[config.mk]
export PLATFORM = sky130hd
export DESIGN_NAME = tl_bram_adapter
export DESIGN_NICKNAME = d
export VERILOG_FILES = /design/src/rtl/tl_bram_adapter.sv
export SDC_FILE = /design/constraint.sdc
export NUM_CORES = 1
export LEC_CHECK = 0
export ABC_CLOCK_PERIOD_IN_PS = 1500
export BUFFER_PORTS_ARGS = -buffer_cell sky130_fd_sc_hd__buf_2
export CAP_MARGIN = 20
export CORE_AREA = 3 3 84 86
export CTS_CLUSTER_DIAMETER = 80
export DETAILED_ROUTE_END_ITERATION = 8
export DIE_AREA = 0 0 87 89
export GPL_TIMING_DRIVEN = 0
export PLACE_DENSITY = 0.77
export SYNTH_ARGS = -nofsm -noshare
export SYNTH_HDL_FRONTEND = slang
export SYNTH_SLANG_ARGS = --single-unit
[constraint.sdc]
create_clock -name clk_i -period 1.5 [get_ports clk_i]
set_input_delay 0.3 -clock clk_i [delete_from_list [all_inputs] [get_ports clk_i]]
set_output_delay 0.3 -clock clk_i [all_outputs]
set_load 0.005 [all_outputs]
[src/rtl/tl_bram_adapter.sv]
// TileLink-UL slave front-end for a 512x32 byte-masked BRAM with a 1-cycle registered read.
// Single-beat Get/PutFullData/PutPartialData map onto the BRAM ports; at most one D response is pending.
module tl_bram_adapter #(
    parameter int ADDR_W = 32,
    parameter int SRC_W  = 4
) (
    input  logic              clk_i,
    input  logic              rst_i,
    input  logic              a_valid_i,
    output logic              a_ready_o,
    input  logic [2:0]        a_opcode_i,
    input  logic [2:0]        a_param_i,
    input  logic [2:0]        a_size_i,
    input  logic [SRC_W-1:0]  a_source_i,
    input  logic [ADDR_W-1:0] a_address_i,
    input  logic [3:0]        a_mask_i,
    input  logic [31:0]       a_data_i,
    input  logic              a_corrupt_i,
    output logic              d_valid_o,
    input  logic              d_ready_i,
    output logic [2:0]        d_opcode_o,
    output logic [1:0]        d_param_o,
    output logic [2:0]        d_size_o,
    output logic [SRC_W-1:0]  d_source_o,
    output logic              d_denied_o,
    output logic [31:0]       d_data_o,
    output logic              d_corrupt_o,
    output logic [8:0]        rd_addr_o,
    input  logic [31:0]       rd_data_i,
    output logic              wr_en_o,
    output logic [8:0]        wr_addr_o,
    output logic [31:0]       wr_data_o,
    output logic [3:0]        wr_bm_o
);

    localparam logic [2:0] OP_PUT_FULL = 3'd0;
    localparam logic [2:0] OP_PUT_PART = 3'd1;
    localparam logic [2:0] OP_ARITH    = 3'd2;
    localparam logic [2:0] OP_LOGIC    = 3'd3;
    localparam logic [2:0] OP_GET      = 3'd4;
    localparam logic [2:0] OP_INTENT   = 3'd5;

    localparam logic [2:0] D_ACK      = 3'd0;
    localparam logic [2:0] D_ACK_DATA = 3'd1;
    localparam logic [2:0] D_HINT_ACK = 3'd2;

    logic             r_d_valid;
    logic [2:0]       r_d_opcode;
    logic [2:0]       r_d_size;
    logic [SRC_W-1:0] r_d_source;
    logic             r_d_denied;
    logic             r_d_is_get;
    logic [8:0]       r_addr_q;

    logic       w_a_ready;
    logic       w_a_fire;
    logic       w_is_put;
    logic       w_is_get;
    logic       w_aligned;
    logic       w_legal;
    logic [2:0] w_d_opcode;
    logic       w_unused;

    assign w_a_ready = !r_d_valid || d_ready_i;
    assign w_a_fire  = a_valid_i && w_a_ready;
    assign w_is_put  = (a_opcode_i == OP_PUT_FULL) || (a_opcode_i == OP_PUT_PART);
    assign w_is_get  = (a_opcode_i == OP_GET);

    always_comb begin
        w_aligned = 1'b0;
        case (a_size_i)
            3'd0:    w_aligned = 1'b1;
            3'd1:    w_aligned = !a_address_i[0];
            3'd2:    w_aligned = (a_address_i[1:0] == 2'b00);
            default: w_aligned = 1'b0;
        endcase
    end

    // Corrupt write data is refused rather than committed to the array.
    assign w_legal = ((w_is_put && !a_corrupt_i) || w_is_get) && w_aligned;

    always_comb begin
        w_d_opcode = D_ACK;
        case (a_opcode_i)
            OP_GET, OP_ARITH, OP_LOGIC: w_d_opcode = D_ACK_DATA;
            OP_INTENT:                  w_d_opcode = D_HINT_ACK;
            default:                    w_d_opcode = D_ACK;
        endcase
    end

    always_ff @(posedge clk_i) begin
        if (rst_i) begin
            r_d_valid  <= 1'b0;
            r_d_opcode <= D_ACK;
            r_d_size   <= 3'd0;
            r_d_source <= '0;
            r_d_denied <= 1'b0;
            r_d_is_get <= 1'b0;
            r_addr_q   <= 9'd0;
        end else if (w_a_fire) begin
            r_d_valid  <= 1'b1;
            r_d_opcode <= w_d_opcode;
            r_d_size   <= a_size_i;
            r_d_source <= a_source_i;
            r_d_denied <= !w_legal;
            r_d_is_get <= w_is_get && w_legal;
            r_addr_q   <= a_address_i[10:2];
        end else if (r_d_valid && d_ready_i) begin
            r_d_valid  <= 1'b0;
        end
    end

    // While a response stalls, the read port re-reads the captured word so rd_data_i stays put.
    assign rd_addr_o = w_a_ready ? a_address_i[10:2] : r_addr_q;

    assign wr_en_o   = w_a_fire && w_legal && w_is_put;
    assign wr_addr_o = a_address_i[10:2];
    assign wr_data_o = a_data_i;
    assign wr_bm_o   = a_mask_i;

    assign a_ready_o   = w_a_ready;
    assign d_valid_o   = r_d_valid;
    assign d_opcode_o  = r_d_opcode;
    assign d_param_o   = 2'd0;
    assign d_size_o    = r_d_size;
    assign d_source_o  = r_d_source;
    assign d_denied_o  = r_d_denied;
    assign d_data_o    = (r_d_valid && r_d_is_get) ? rd_data_i : 32'd0;
    assign d_corrupt_o = r_d_valid && r_d_denied && (r_d_opcode == D_ACK_DATA);

    assign w_unused = ^{a_param_i, a_address_i[ADDR_W-1:11]};

endmodule

-- After elaboration in Yosys (flattened, before gate mapping)
Index checks and enable logic that the tools add are counted.
- word-level logic and storage cells: 43
- output and inout bits: 103
- register bits after elaboration: 22
- RAM bits: 0
- bits in read-only memories: 0
- input port bits: 118
- bits in latches: 0
- memories kept: 0
- add/sub/neg operators: 0
- bitwise operators: 0
- reductions and logical operators: 22
- div/mod/pow operators: 0
- equal/unequal tests: 8
- shift operators: 0
- mux-type cells: 6
- $lt $le $gt $ge: 0
- multipliers: 0
- operators with widths (cell ; number):
    $mux W32 ; 1
    $logic_and A1 B1 Y1 ; 10
    $eq A3 B1 Y1 const B ; 3
    $eq A3 B2 Y1 const B ; 3
    $mux W9 ; 1
    $eq A3 B3 Y1 const B ; 2
    $logic_not A3 Y1 ; 2
    $logic_not A1 Y1 ; 4
    $pmux W2 S2 ; 1
    $logic_or A1 B1 Y1 ; 3
    $pmux W1 S3 ; 1
    $reduce_or A3 Y1 ; 1
    $logic_not A2 Y1 ; 1
    $mux W1 ; 2
    $reduce_bool A2 Y1 ; 1

-- Depth between registers and ports, before layout
- depth after elaboration: 7
- gate-level depth with buffers: 5
- gate-level depth less buffers: 4

-- Worst setup path before layout
Ideal clock, no wire load.
- path type: flip-flop to output port
- from: register r_d_valid (netlist: d_valid_o)
- to: output wr_en_o
- setup slack: 200 ps
- buffers on the path: 1
- required time: 1200 ps
- arrival: 1000 ps
- stages on the path, launching flop included: 5
- cell sequence: dfxtp_1 -> and2b_4 -> buf_8 -> nor4_4 -> and3_1
- longest elaborated chain between the ends: 5
- RTL lines (what ; RTL line ; RTL):
    from (decl) ; 47 ; logic r_d_valid;
    from (signal assigned) ; 93 ; r_d_valid <= 1'b0;
    from (signal assigned) ; 101 ; r_d_valid <= 1'b1;
    from (signal assigned) ; 109 ; r_d_valid <= 1'b0;
    $logic_not A1 Y1 ; 64 ; assign w_a_ready = !r_d_valid || d_ready_i;
    $logic_or A1 B1 Y1 ; 64 ;
    $logic_and A1 B1 Y1 ; 65 ; assign w_a_fire = a_valid_i && w_a_ready;
    $logic_and A1 B1 Y1 (2 in a row) ; 116 ; assign wr_en_o = w_a_fire && w_legal && w_is_put;
    to (decl) ; 30 ; output logic wr_en_o,
Every way passes these cells.

-- Final worst setup path
Ends and elaborated chain as after synthesis.

==> run summary <==
# H-tree levels = 1
share of post-route cells with drive strength above 1 = 69.29%
drt drc = 0
Final Hold Vio Count = 0
final wirelength = 6543 um
CP Max Fanout = 4
share of power burned in registers = 40.1%
WL per Instance = 13.89 um
most common cell after layout, fill and taps aside = buf_2
Max Cap Viol = 0
TritonCTS clock tree = yes
Final min period = 1.678 ns
first-pass GRT wire length = 9163 um
post-synthesis cell count = 222
Max clock buf depth = 2
grt ovf = 0
Netlist cell types = 33
Final Skew = 0.003141 ns
Die Span X = 87 um
Clk pwr share = 24.8%
Synth Warn # = 0
drt pass-1 iters = 4
CP Cell Sequence = and2b_4 > buf_8 > nor4_4 > and3_1 > buf_2
Area Growth Syn to Fin = 74.49%
Post-Syn Area = 0.001702 mm^2
RD Place Congestion = 0.7709
final-stage net count = 513
CORE AREA = 0.006350 mm^2
main combinational cell family by area after synthesis = buffers and inverters
Lkg Pwr = 1.647 nW
failing checks = setup timing
I/O Pins = 221
clk_lat worst skew = 0.26 ns
relative slew slack = 57.14%
Adder-Cell Fraction of Synth Area = 0%
slack of the critical path = -0.1784 ns
critical path's top delay family = simple AND/OR/NAND/NOR gates
CP bufs+invs = 2
total track usage = 14.86%
Yosys reg bits = 21
Hold WC Path Type = in -> reg
synthesized area per cell = 7.665 um^2
Setup crit start kind = flip-flop
vias in the first global route = 1841
Max Fclk = 595.8 MHz
Least-Margin Pin Slew = 0.6430 ns
mux cell area share after synthesis = 0%
Ant. Diodes = 0
P_sw = 0.0004343 W
XOR/XNOR Fraction of Synth Area = 0%
Post-CTS Hold Fix Bufs = 0
WP data arrival = 1.38 ns
master of the slowest instance on the critical path = dfxtp_4
most frequent cells in the layout = buf_2, buf_4, nand2_1
final setup violation count = 33
max incr delay on CP = 0.36 ns
antenna violations before repair = 1
largest net degree at the start of global routing = 13
Iteration-0 DRC Markers = 63
Clock transition at path regs = 0.08 ns
P_int = 0.001080 W
status = finished with violations
Compound-Gate Fraction of Synth Area = 19.04%
sequential area share after synthesis = 24.71%
period utilization = 111.9%
VDD IR-drop max = 0.3208 mV
Switching Fraction = 28.68%
post-route ant nets = 0
PwrDens = 510.1 mW/mm^2
row count = 29
initial core utilization = 26.80%
combinational power share = 35.1%
Filler Cell Count = 616
Die H = 89 um
count of input and output buffers = 157
Critical Path End Type = output pin
CTS Buf Count = 3
die area = 0.007743 mm^2
Critical Path RT = 1.20 ns
Post-Synth Simple-Gate Area = 27.43%
Crit Path Class = reg -> out
clock sink count = 21
Total Power = 0.001515 W
Final Util = 46.76%
pre-CTS setup slack = -0.05068 ns
RSZ-0062 raised after global routing = yes
root buffer cell = clkbuf_8
DR vias = 2132
dpl hpwl = 4957 um
Slew Limit Fails = 0
vias per inst = 4.527
## worst register-to-register path, cell delays in order (launching register included)
cell and delay, ns:
dfxtp_4 0.36, and2b_4 0.17, buf_8 0.13, buf_4 0.14
buf_12 0.14, o21ai_2 0.14, a21oi_2 0.08
## repair_timing
| action | 4_1_cts | 5_1_grt |
|---|---|---|
| setup buffers | 6 | 2 |
| setup endpoints to repair | 41 | 37 |
| pin swaps | 1 | 0 |
| gates resized for setup | 32 | 33 |
| gates cloned | 3 | 0 |
## power groups by stage
stage,Clock (W),Combinational [W],Sequential (W)
5_1_grt,0.000419,0.000586,0.000611
2_1_floorplan,0,0.000264,0.000622
6_report,0.000376,0.000532,0.000607
3_3_place_gp,0,0.000471,0.000623
3_5_place_dp,0,0.000478,0.000625
4_1_cts,0.000398,0.000520,0.000609
## cells by family after synthesis
family	Yosys count
buf+inv	69
simple gates	86
other cells	1
flops	21
compound gates	45
## routing by layer
metal | GRT usage (%) | routed length, um | vias up
met5 | 0 | 11 | -
met4 | 0.9915 | 58 | 2
met3 | 4.424 | 620 | 6
met2 | 27.19 | 3322 | 117
met1 | 17.92 | 2530 | 959
li1 | - | - | 1048
## cells in the mapped netlist, drive strengths merged
| cell type | instances | area [um^2] |
|---|---|---|
| a211oi | 1 | 7.510 |
| a21oi | 22 | 147.6 |
| a311oi | 1 | 15.01 |
| a41o | 1 | 10.01 |
| and2b | 1 | 10.01 |
| and3 | 33 | 206.5 |
| and4b | 1 | 10.01 |
| buf | 58 | 445.4 |
| clkbuf | 8 | 30.03 |
| conb | 1 | 3.750 |
| dfxtp | 21 | 420.4 |
| inv | 3 | 11.26 |
| nand2 | 27 | 101.4 |
| nand2b | 1 | 6.260 |
| nand3 | 16 | 80.08 |
| nand4 | 1 | 6.260 |
| nor2 | 3 | 11.26 |
| nor2b | 1 | 6.260 |
| nor3b | 1 | 7.510 |
| nor4 | 1 | 21.27 |
| o21a | 1 | 7.510 |
| o21ai | 17 | 122.6 |
| o21bai | 1 | 7.510 |
| o22ai | 1 | 6.260 |
## area by class of cell
type	instances	area (um^2)	share of cell area, %
Sequential cell	21	427.9	14.41
Clock buffer	4	45.04	1.517
Multi-Input combinational cell	134	882.1	29.71
Inverter	3	11.26	0.3793
Buffer	65	519.2	17.49
Timing Repair Buffer	167	987.2	33.25
Tap cell	77	96.34	3.245
## final timing paths
check | from | to | slack, ns | cells after the start
setup reg to reg | d_valid_o | r_addr_q[5] | 0.21 | 6
setup / recovery | d_valid_o | wr_en_o | -0.18 | 5
hold reg to reg | r_addr_q[6] | r_addr_q[6] | 0.47 | 2
hold / removal | a_source_i[2] | d_source_o[2] | 0.28 | 3
## sequential cells by signal (all words and copies together), names as in the netlist
name and flops:
r_d_is_get 1, r_addr_q 9, d_source_o 4, d_valid_o 1
d_size_o 3, d_opcode_o 2, d_denied_o 1
## metrics by stage
stage                     instances  hold WS (ns)  setup TNS, ns  area, um^2
after floorplan                 224        0.4467              0        1709
after global placement          458        0.4495        -0.2991        2591
after detailed placement        458        0.4575        -0.4282        2591
after CTS                       470        0.2773         -2.918        2823
after global routing            471        0.2836         -4.135        2969
final                           471        0.2812         -2.437        2969
(Power assumes the default switching activity.)
